$ cat config.mk
export PLATFORM = sky130hd
export DESIGN_NAME = switch_bounce_gen
export DESIGN_NICKNAME = d
export VERILOG_FILES = /design/src/rtl/switch_bounce_gen.sv
export SDC_FILE = /design/constraint.sdc
export NUM_CORES = 1
export LEC_CHECK = 0
export CAP_MARGIN = 10
export CORE_MARGIN = 4
export CORE_UTILIZATION = 58
export CTS_CLUSTER_DIAMETER = 120
export DETAILED_ROUTE_END_ITERATION = 12
export PLACE_DENSITY_LB_ADDON = 0.1
export SYNTH_ARGS = -nofsm -noshare
export SYNTH_HDL_FRONTEND = slang
export SYNTH_SLANG_ARGS = --single-unit
export TNS_END_PERCENT = 20
$ cat constraint.sdc
create_clock -name clk -period 2.67 [get_ports clk]
set_input_delay 0.267 -clock clk [delete_from_list [all_inputs] [get_ports clk]]
set_output_delay 0.267 -clock clk [all_outputs]
set_load 0.005 [all_outputs]
$ cat src/rtl/switch_bounce_gen.sv
// rtl/switch_bounce_gen.sv - bouncing mechanical-switch waveform generator
// Turns a clean level command into N spaced toggles followed by a settle interval.
module switch_bounce_gen #(
  parameter int          CNT_W         = 16,
  parameter int          SETTLE_CYCLES = 1000,
  parameter int          GAP_MIN       = 8,
  parameter int          GAP_RAND_W    = 6,
  parameter logic [15:0] LFSR_SEED     = 16'hACE1,
  parameter logic        RESET_LEVEL   = 1'b0
) (
  input  logic             clk,
  input  logic             rst,
  input  logic             cmd_level,
  input  logic [3:0]       cfg_toggles,
  input  logic [CNT_W-1:0] cfg_gap,
  output logic             sw_out,
  output logic             busy,
  output logic             done
);

  // An all-zero LFSR would lock up, so a zero seed falls back to the default.
  localparam logic [15:0]      SEED        = (LFSR_SEED == 16'h0) ? 16'hACE1 : LFSR_SEED;
  localparam logic [CNT_W-1:0] SETTLE_LOAD = CNT_W'(SETTLE_CYCLES - 1);
  localparam logic [CNT_W-1:0] GAP_BASE    = CNT_W'(GAP_MIN);

  typedef enum logic [1:0] {
    ST_IDLE,
    ST_BOUNCE,
    ST_SETTLE
  } state_t;

  state_t           state_q, state_d;
  logic             sw_q, sw_d;
  logic             target_q, target_d;
  logic             done_q, done_d;
  logic [3:0]       tog_q, tog_d;
  logic [CNT_W-1:0] gap_q, gap_d;
  logic [CNT_W-1:0] settle_q, settle_d;
  logic [15:0]      lfsr_q, lfsr_d;

  logic             lfsr_fb;
  logic [3:0]       n_sel;
  logic [CNT_W-1:0] g_sel;

  assign lfsr_fb = lfsr_q[15] ^ lfsr_q[13] ^ lfsr_q[12] ^ lfsr_q[10];
  assign lfsr_d  = {lfsr_q[14:0], lfsr_fb};

  // Random toggle counts are forced odd so the last toggle lands on the target.
  assign n_sel = (cfg_toggles != 4'd0) ? cfg_toggles : {lfsr_q[2:0], 1'b1};
  assign g_sel = (cfg_gap != '0) ? cfg_gap
               : GAP_BASE + CNT_W'(lfsr_q[GAP_RAND_W-1:0]);

  always_comb begin
    state_d  = state_q;
    sw_d     = sw_q;
    target_d = target_q;
    done_d   = 1'b0;
    tog_d    = tog_q;
    gap_d    = gap_q;
    settle_d = settle_q;
    case (state_q)
      ST_IDLE: begin
        if (cmd_level != sw_q) begin
          target_d = cmd_level;
          tog_d    = n_sel;
          gap_d    = g_sel;
          state_d  = ST_BOUNCE;
        end
      end
      ST_BOUNCE: begin
        if (gap_q != '0) begin
          gap_d = gap_q - 1'b1;
        end else begin
          sw_d  = ~sw_q;
          tog_d = tog_q - 4'd1;
          if (tog_q == 4'd1) begin
            state_d  = ST_SETTLE;
            settle_d = SETTLE_LOAD;
          end else begin
            gap_d = g_sel;
          end
        end
      end
      ST_SETTLE: begin
        // After an even toggle count this produces the one corrective edge.
        sw_d = target_q;
        if (settle_q == '0) begin
          state_d = ST_IDLE;
          done_d  = 1'b1;
        end else begin
          settle_d = settle_q - 1'b1;
        end
      end
      default: state_d = ST_IDLE;
    endcase
  end

  always_ff @(posedge clk) begin
    if (rst) begin
      state_q  <= ST_IDLE;
      sw_q     <= RESET_LEVEL;
      target_q <= RESET_LEVEL;
      done_q   <= 1'b0;
      tog_q    <= 4'd0;
      gap_q    <= '0;
      settle_q <= '0;
      lfsr_q   <= SEED;
    end else begin
      state_q  <= state_d;
      sw_q     <= sw_d;
      target_q <= target_d;
      done_q   <= done_d;
      tog_q    <= tog_d;
      gap_q    <= gap_d;
      settle_q <= settle_d;
      lfsr_q   <= lfsr_d;
    end
  end

  assign sw_out = sw_q;
  assign busy   = (state_q != ST_IDLE);
  assign done   = done_q;

endmodule

==> run metrics, run 1 <==
status=finished, final reports clean; Nets=between 400 and 500; largest net degree at the start of global routing=36; Pins Over Slew Limit=0; Peak VDD IR=0.532 mV; syn avg cell area=around 8.7 um^2; # IOs=26; Pre-Repair DR Iteration Count=4; slew of the pin with the lowest slew margin=just over 900 ps; wire per inst=between 15 and 20 um; WL final=7310 um; clock skew=approximately 8.3 ps; vias in the first global route=2714; share of the synthesized area in the top cell type=a little under two fifths; initial drt markers=144; Hold Path Depth=1; reg2reg end=gap_q[3]; post-synthesis cell type count=67; layout cells sized above 1=around an eighth; WP buf/inv=1; Placeable Area=around 0.0051 mm^2; Yosys Warn Count=0; Die W=between 80 and 90 um; CTS Root Cell=clkbuf_8; Syn Inst Count=354; Skew-Pair Late Insertion Delay=340 ps; DIE AREA=approximately 0.0065 mm^2; Synth Net Count=approximately 380; area growth from synthesis to layout=15.6%; ys async rst share=0%; Tmin final=about 2400 ps; CP peak stage delay=roughly 630 ps; top-count cell post-synth=dfxtp_1; Vias=about 2800; GRT overflow=0; crit path capture type=flop; Bufs on Longest Clock Path=2; period utilisation layout=89.8%; hold buffer count at CTS=0; CTS H-tree depth=3; Critical Path AT=roughly 2700 ps; initial antenna violation count=0; hold endpoint=lfsr_q[15]; CTS tree=built; CTS buffer count=9; HPWL Detailed=around 5200 um; gr usage total=between 20% and 30%; fin worst setup slack=around 270 ps; n_diodes=0; DRC errors left=0; DP Worst Slack=between 300 and 400 ps; Final Hold Vio Count=0; Critical Path RT=2920 ps; initial core utilization=59.8%; Post-synth top cells=dfxtp_1, a21oi_1, nor2_1; slowest CP cell=a211oi_2; number of synthesized flops with an enable pin=0; CP delay by family, top=compound AO/OA/AOI/OAI gates; RD Place Congestion=~0.86; Synth area leader=dfxtp_1; site row count=26; Leak=about 1.2 nW; Main synth FF type=dfxtp_1; setup violation total in the final timing report=0; crit-path max FO=8; PwrDens=802 mW/mm^2; post-route setup TNS=0 ps; # port buffers=25; Seq cells post-synth=57; register area share after synthesis=between 30% and 40%; max cap viols=0; flop2flop setup slack=around 270 ps; Worst R2R Start=gap_q[0]; Post-DRT Antenna Nets=0; stages on the worst setup path=7; Reg clk slew, reported paths=approximately 60 ps; clock sink count=57; cell area after synthesis=roughly 0.0031 mm^2; Worst Hold Class=reg -> reg; worst r2r path cells=7; ranking of synthesized cells by area=dfxtp_1, a21oi_1, nor2_1; hold path start=lfsr_q[14]; Fill cells=~440; cell chain of the critical path=inv_1 -> ha_1 -> nor3b_1 -> nand4_2 -> a211oi_2 -> o21ai_0 -> a31oi_1; first-pass GRT wire length=12500 um; worst rel slew slack=38.5%; Setup CP Type=reg -> reg; Die H=between 80 and 90 um; FMAX=about 420 MHz; CP Launch Type=flop; Vias/cell=6.11; RSZ-0062 raised after global routing=no
==> state kept, by name, summed over array words and instances (netlist names) <==
| name | cells |
|---|---|
| done | 1 |
| gap_q | 16 |
| lfsr_q | 16 |
| settle_q | 16 |
| state_q | 2 |
| sw_out | 1 |
| target_q | 1 |
| tog_q | 4 |
==> timing repair <==
action / CTS / global route
gates resized for setup: 0 / 1
buffers inserted: 0 / 0
setup endpoints to repair: 0 / 1
==> stage by stage <==
stage	total power, mW	cell area, um^2	cells	hold WS, ps	utilization [%]
floorplan	1.88	3080	354	389	-
global placement	2.14	3390	437	397	65.9
detailed placement	2.15	3390	437	407	65.9
CTS	2.85	3550	452	425	69.0
global route	3.03	3550	452	430	69.2
finish	2.85	3550	452	419	69.2
==> kinds of logic after synthesis <==
| group | synth area share (%) |
|---|---|
| simple gates | 28.6 |
| compound gates | 22.4 |
| fa+ha+maj | 2.85 |
| buf+inv | 4.56 |
| xor+xnor | 4.56 |
| flops | 37.1 |
==> final cells by class <==
cell class	instances	area, um^2	area share (%)
tap	70	87.6	2.46
clock inverter	4	20.0	0.563
clock buffer	11	141	3.98
multi-input combinational	266	1800	50.7
sequential	57	1140	32.1
inverter	11	41.3	1.16
timing repair buffer	33	323	9.08
==> layer usage <==
| metal | part of all wire, % | global-route usage [%] | up-vias |
|---|---|---|---|
| li1 | - | - | 1383 |
| met1 | 45 | 31.1 | 1297 |
| met2 | 49 | 41.2 | 66 |
| met3 | 4.1 | 6.32 | 15 |
| met4 | 1.9 | 8.78 | 0 |
| met5 | 0 | 0 | - |
==> where the power goes <==
part	leakage (nW)	internal, mW	switching [mW]
sequential	0.469	0.974	0.142
combinational	0.685	0.437	0.613
clock	0.0887	0.350	0.336
total	1.24	1.76	1.09
==> placed cells by master (no fill, tap or decap), types with 10 or more instances in the layout <==
cell / n
clkbuf_8: 10
nor2_1: 27
o21ai_0: 13
nor3_1: 18
inv_1: 11
nor2b_1: 11
a211oi_1: 11
xnor2_1: 10
clkdlybuf4s50_1: 25
nand2_1: 12
dfxtp_1: 57
a21oi_1: 30
==> worst max path at each step <==
stage / slack, ps / start / end
after floorplan: 660 / gap_q[0] / settle_q[4]
after global placement: 490 / gap_q[0] / gap_q[0]
after detailed placement: 360 / gap_q[0] / settle_q[0]
after CTS: 340 / gap_q[0] / settle_q[0]
after global routing: 70 / gap_q[0] / gap_q[3]
final: 270 / gap_q[0] / gap_q[3]
(Power assumes the default switching activity.)
==> inputs of run 2 (changes only) <==
--- a/config.mk
+++ b/config.mk
@@ -6,7 +6,7 @@
 export NUM_CORES = 1
 export LEC_CHECK = 0
 export CAP_MARGIN = 10
-export CORE_MARGIN = 4
+export CORE_MARGIN = 2
 export CORE_UTILIZATION = 58
 export CTS_CLUSTER_DIAMETER = 120
 export DETAILED_ROUTE_END_ITERATION = 12
==> run 2 against run 1 <==
Routed wire length is 1.6% higher. Clock-buffer cell count is 2 higher. Largest cell class unchanged. Non-clock buffer count rose by 2.
==> run metrics, run 2 (synthesis results as in run 1) <==
initial core utilization=60.2%; Post-CTS Setup Inserts=0; Post-DRT Antenna Nets=0; worst r2r path cells=7; site row count=26; CP peak stage delay=480 ps; area growth from synthesis to layout=16.1%; flop2flop setup slack=roughly 300 ps; Setup CP Type=reg -> reg; max cap viols=0; hold buffer count at CTS=0; Die W=between 70 and 80 um; gr usage total=26.5%; status=finished, final reports clean; Top Registers=gap_q: 16 flops, lfsr_q: 16 flops, settle_q: 16 flops; overall power=roughly 2.9 mW; most frequent cells in the layout=dfxtp_1, a21oi_1, nor2_1, clkdlybuf4s50_1, nor3_1; DP Cell Count=between 400 and 500; crit path capture type=flop; vias in the first global route=roughly 2700; Critical Path AT=2610 ps; routed wl met3=405 um; cell chain of the critical path=inv_1 -> ha_1 -> nor3b_1 -> nand4_2 -> o21ai_2 -> a211oi_1 -> a2111oi_2; Sw Share=37.5%; worst rel slew slack=37.6%; HPWL Detailed=5330 um; commonest non-fill, non-tap cell in the layout=dfxtp_1; Highest Signal Layer=met4; crit-path max FO=9; clock skew=roughly 8 ps; Critical Path RT=around 2900 ps; RD Place Congestion=a little under 0.9; WL final=between 7000 and 8000 um; first-pass GRT wire length=around 13000 um; clock share of power=roughly 25%; CTS buffer count=9; Reg clk slew, reported paths=around 60 ps; layout cells sized above 1=roughly an eighth; Layout Cells excl Fill=around 450; Vias=2796; Nets=410; fin util=a little over two thirds; FMAX=roughly 420 MHz; RSZ-0062 raised after global routing=no; DRC errors left=0; period utilisation layout=a little under 90%; Hold Path Depth=1; Pre-Repair DR Iteration Count=4; post-route setup TNS=0 ps; Tmin final=between 2000 and 2500 ps; fin worst setup slack=around 300 ps; slew of the pin with the lowest slew margin=931 ps; DIE AREA=between 0.005 and 0.006 mm^2; Final Hold Vio Count=0; CP Launch Type=flop; Peak VDD IR=~0.48 mV; Die H=just under 80 um; Worst Hold Class=reg -> reg; CTS Root Cell=clkbuf_8; Leak=1.25 nW; clock sink count=between 50 and 60; initial antenna violation count=0; hold endpoint=lfsr_q[7]; wire per inst=approximately 16 um; Vias/cell=6.16; Bufs on Longest Clock Path=2; # port buffers=25; CTS tree=built; Switching Power=1.09 mW; Placeable Area=slightly above 0.005 mm^2; Pins Over Slew Limit=0; Seq pwr share=38.5%; CTS H-tree depth=3; Met2 Routed Length=~3600 um; slowest CP cell=o21ai_2; Worst R2R Start=gap_q[0]; initial drt markers=around 150; hold path start=lfsr_q[6]; largest net degree at the start of global routing=26; # IOs=26; setup violation total in the final timing report=0; n_diodes=0; Routed met1 length=between 3000 and 4000 um; DP Worst Slack=about 340 ps; internal power=roughly 1.8 mW; Resize count post-CTS=0; Skew-Pair Late Insertion Delay=340 ps; reg2reg end=gap_q[15]; PwrDens=about 820 mW/mm^2; combinational power share=a little over a third; GRT overflow=0
[run 2: how the worst max path moves through the flow]
stage,end,startpoint,slack (ps),cells after the start
detailed placement,gap_q[15],gap_q[0],340,7
finish,gap_q[15],gap_q[0],300,7
floorplan,settle_q[4],gap_q[0],660,8
global route,gap_q[12],gap_q[0],220,8
CTS,gap_q[15],gap_q[0],310,7
global placement,gap_q[1],cmd_level,460,6
[run 2: per-layer routing]
layer  global-route usage (%)  vias to the layer above
met2                     44.4                       84
met5                        0                        -
met1                     33.5                     1316
li1                         -                     1383
met3                     6.71                       13
met4                     8.55                        0
[run 2: area by class of cell]
type                    instances  area (um^2)
multi-input cells             266         1790
clock inverters                 2         12.5
flip-flops and latches         57         1140
inverters                      11         41.3
fillers                       437         1540
clock buffers                  13          169
well taps                      70         87.6
repair buffers                 35          325
[run 2: power by group through the flow]
stage / Combinational, mW / Clock, mW / Sequential [mW]
2_1_floorplan: 0.781 / 0 / 1.09
3_3_place_gp: 1.02 / 0 / 1.13
3_5_place_dp: 1.03 / 0 / 1.14
4_1_cts: 1.04 / 0.747 / 1.12
5_1_grt: 1.15 / 0.788 / 1.14
6_report: 1.05 / 0.738 / 1.12
[run 2: critical path: cells and delay by family, from the launching register on]
family / cells / cell delay, ps
AO/OA/AOI/OAI: 3 / 990
AND/OR/NAND/NOR: 2 / 660
flip-flops: 1 / 330
adder cells (fa/ha/maj): 1 / 180
buffers and inverters: 1 / 110
[run 2: stage by stage]
step / instance area (um^2) / hold WS (ps)
floorplan: 3080 / 389
detailed placement: 3390 / 402
global placement: 3390 / 393
finish: 3570 / 420
global route: 3570 / 433
CTS: 3570 / 423
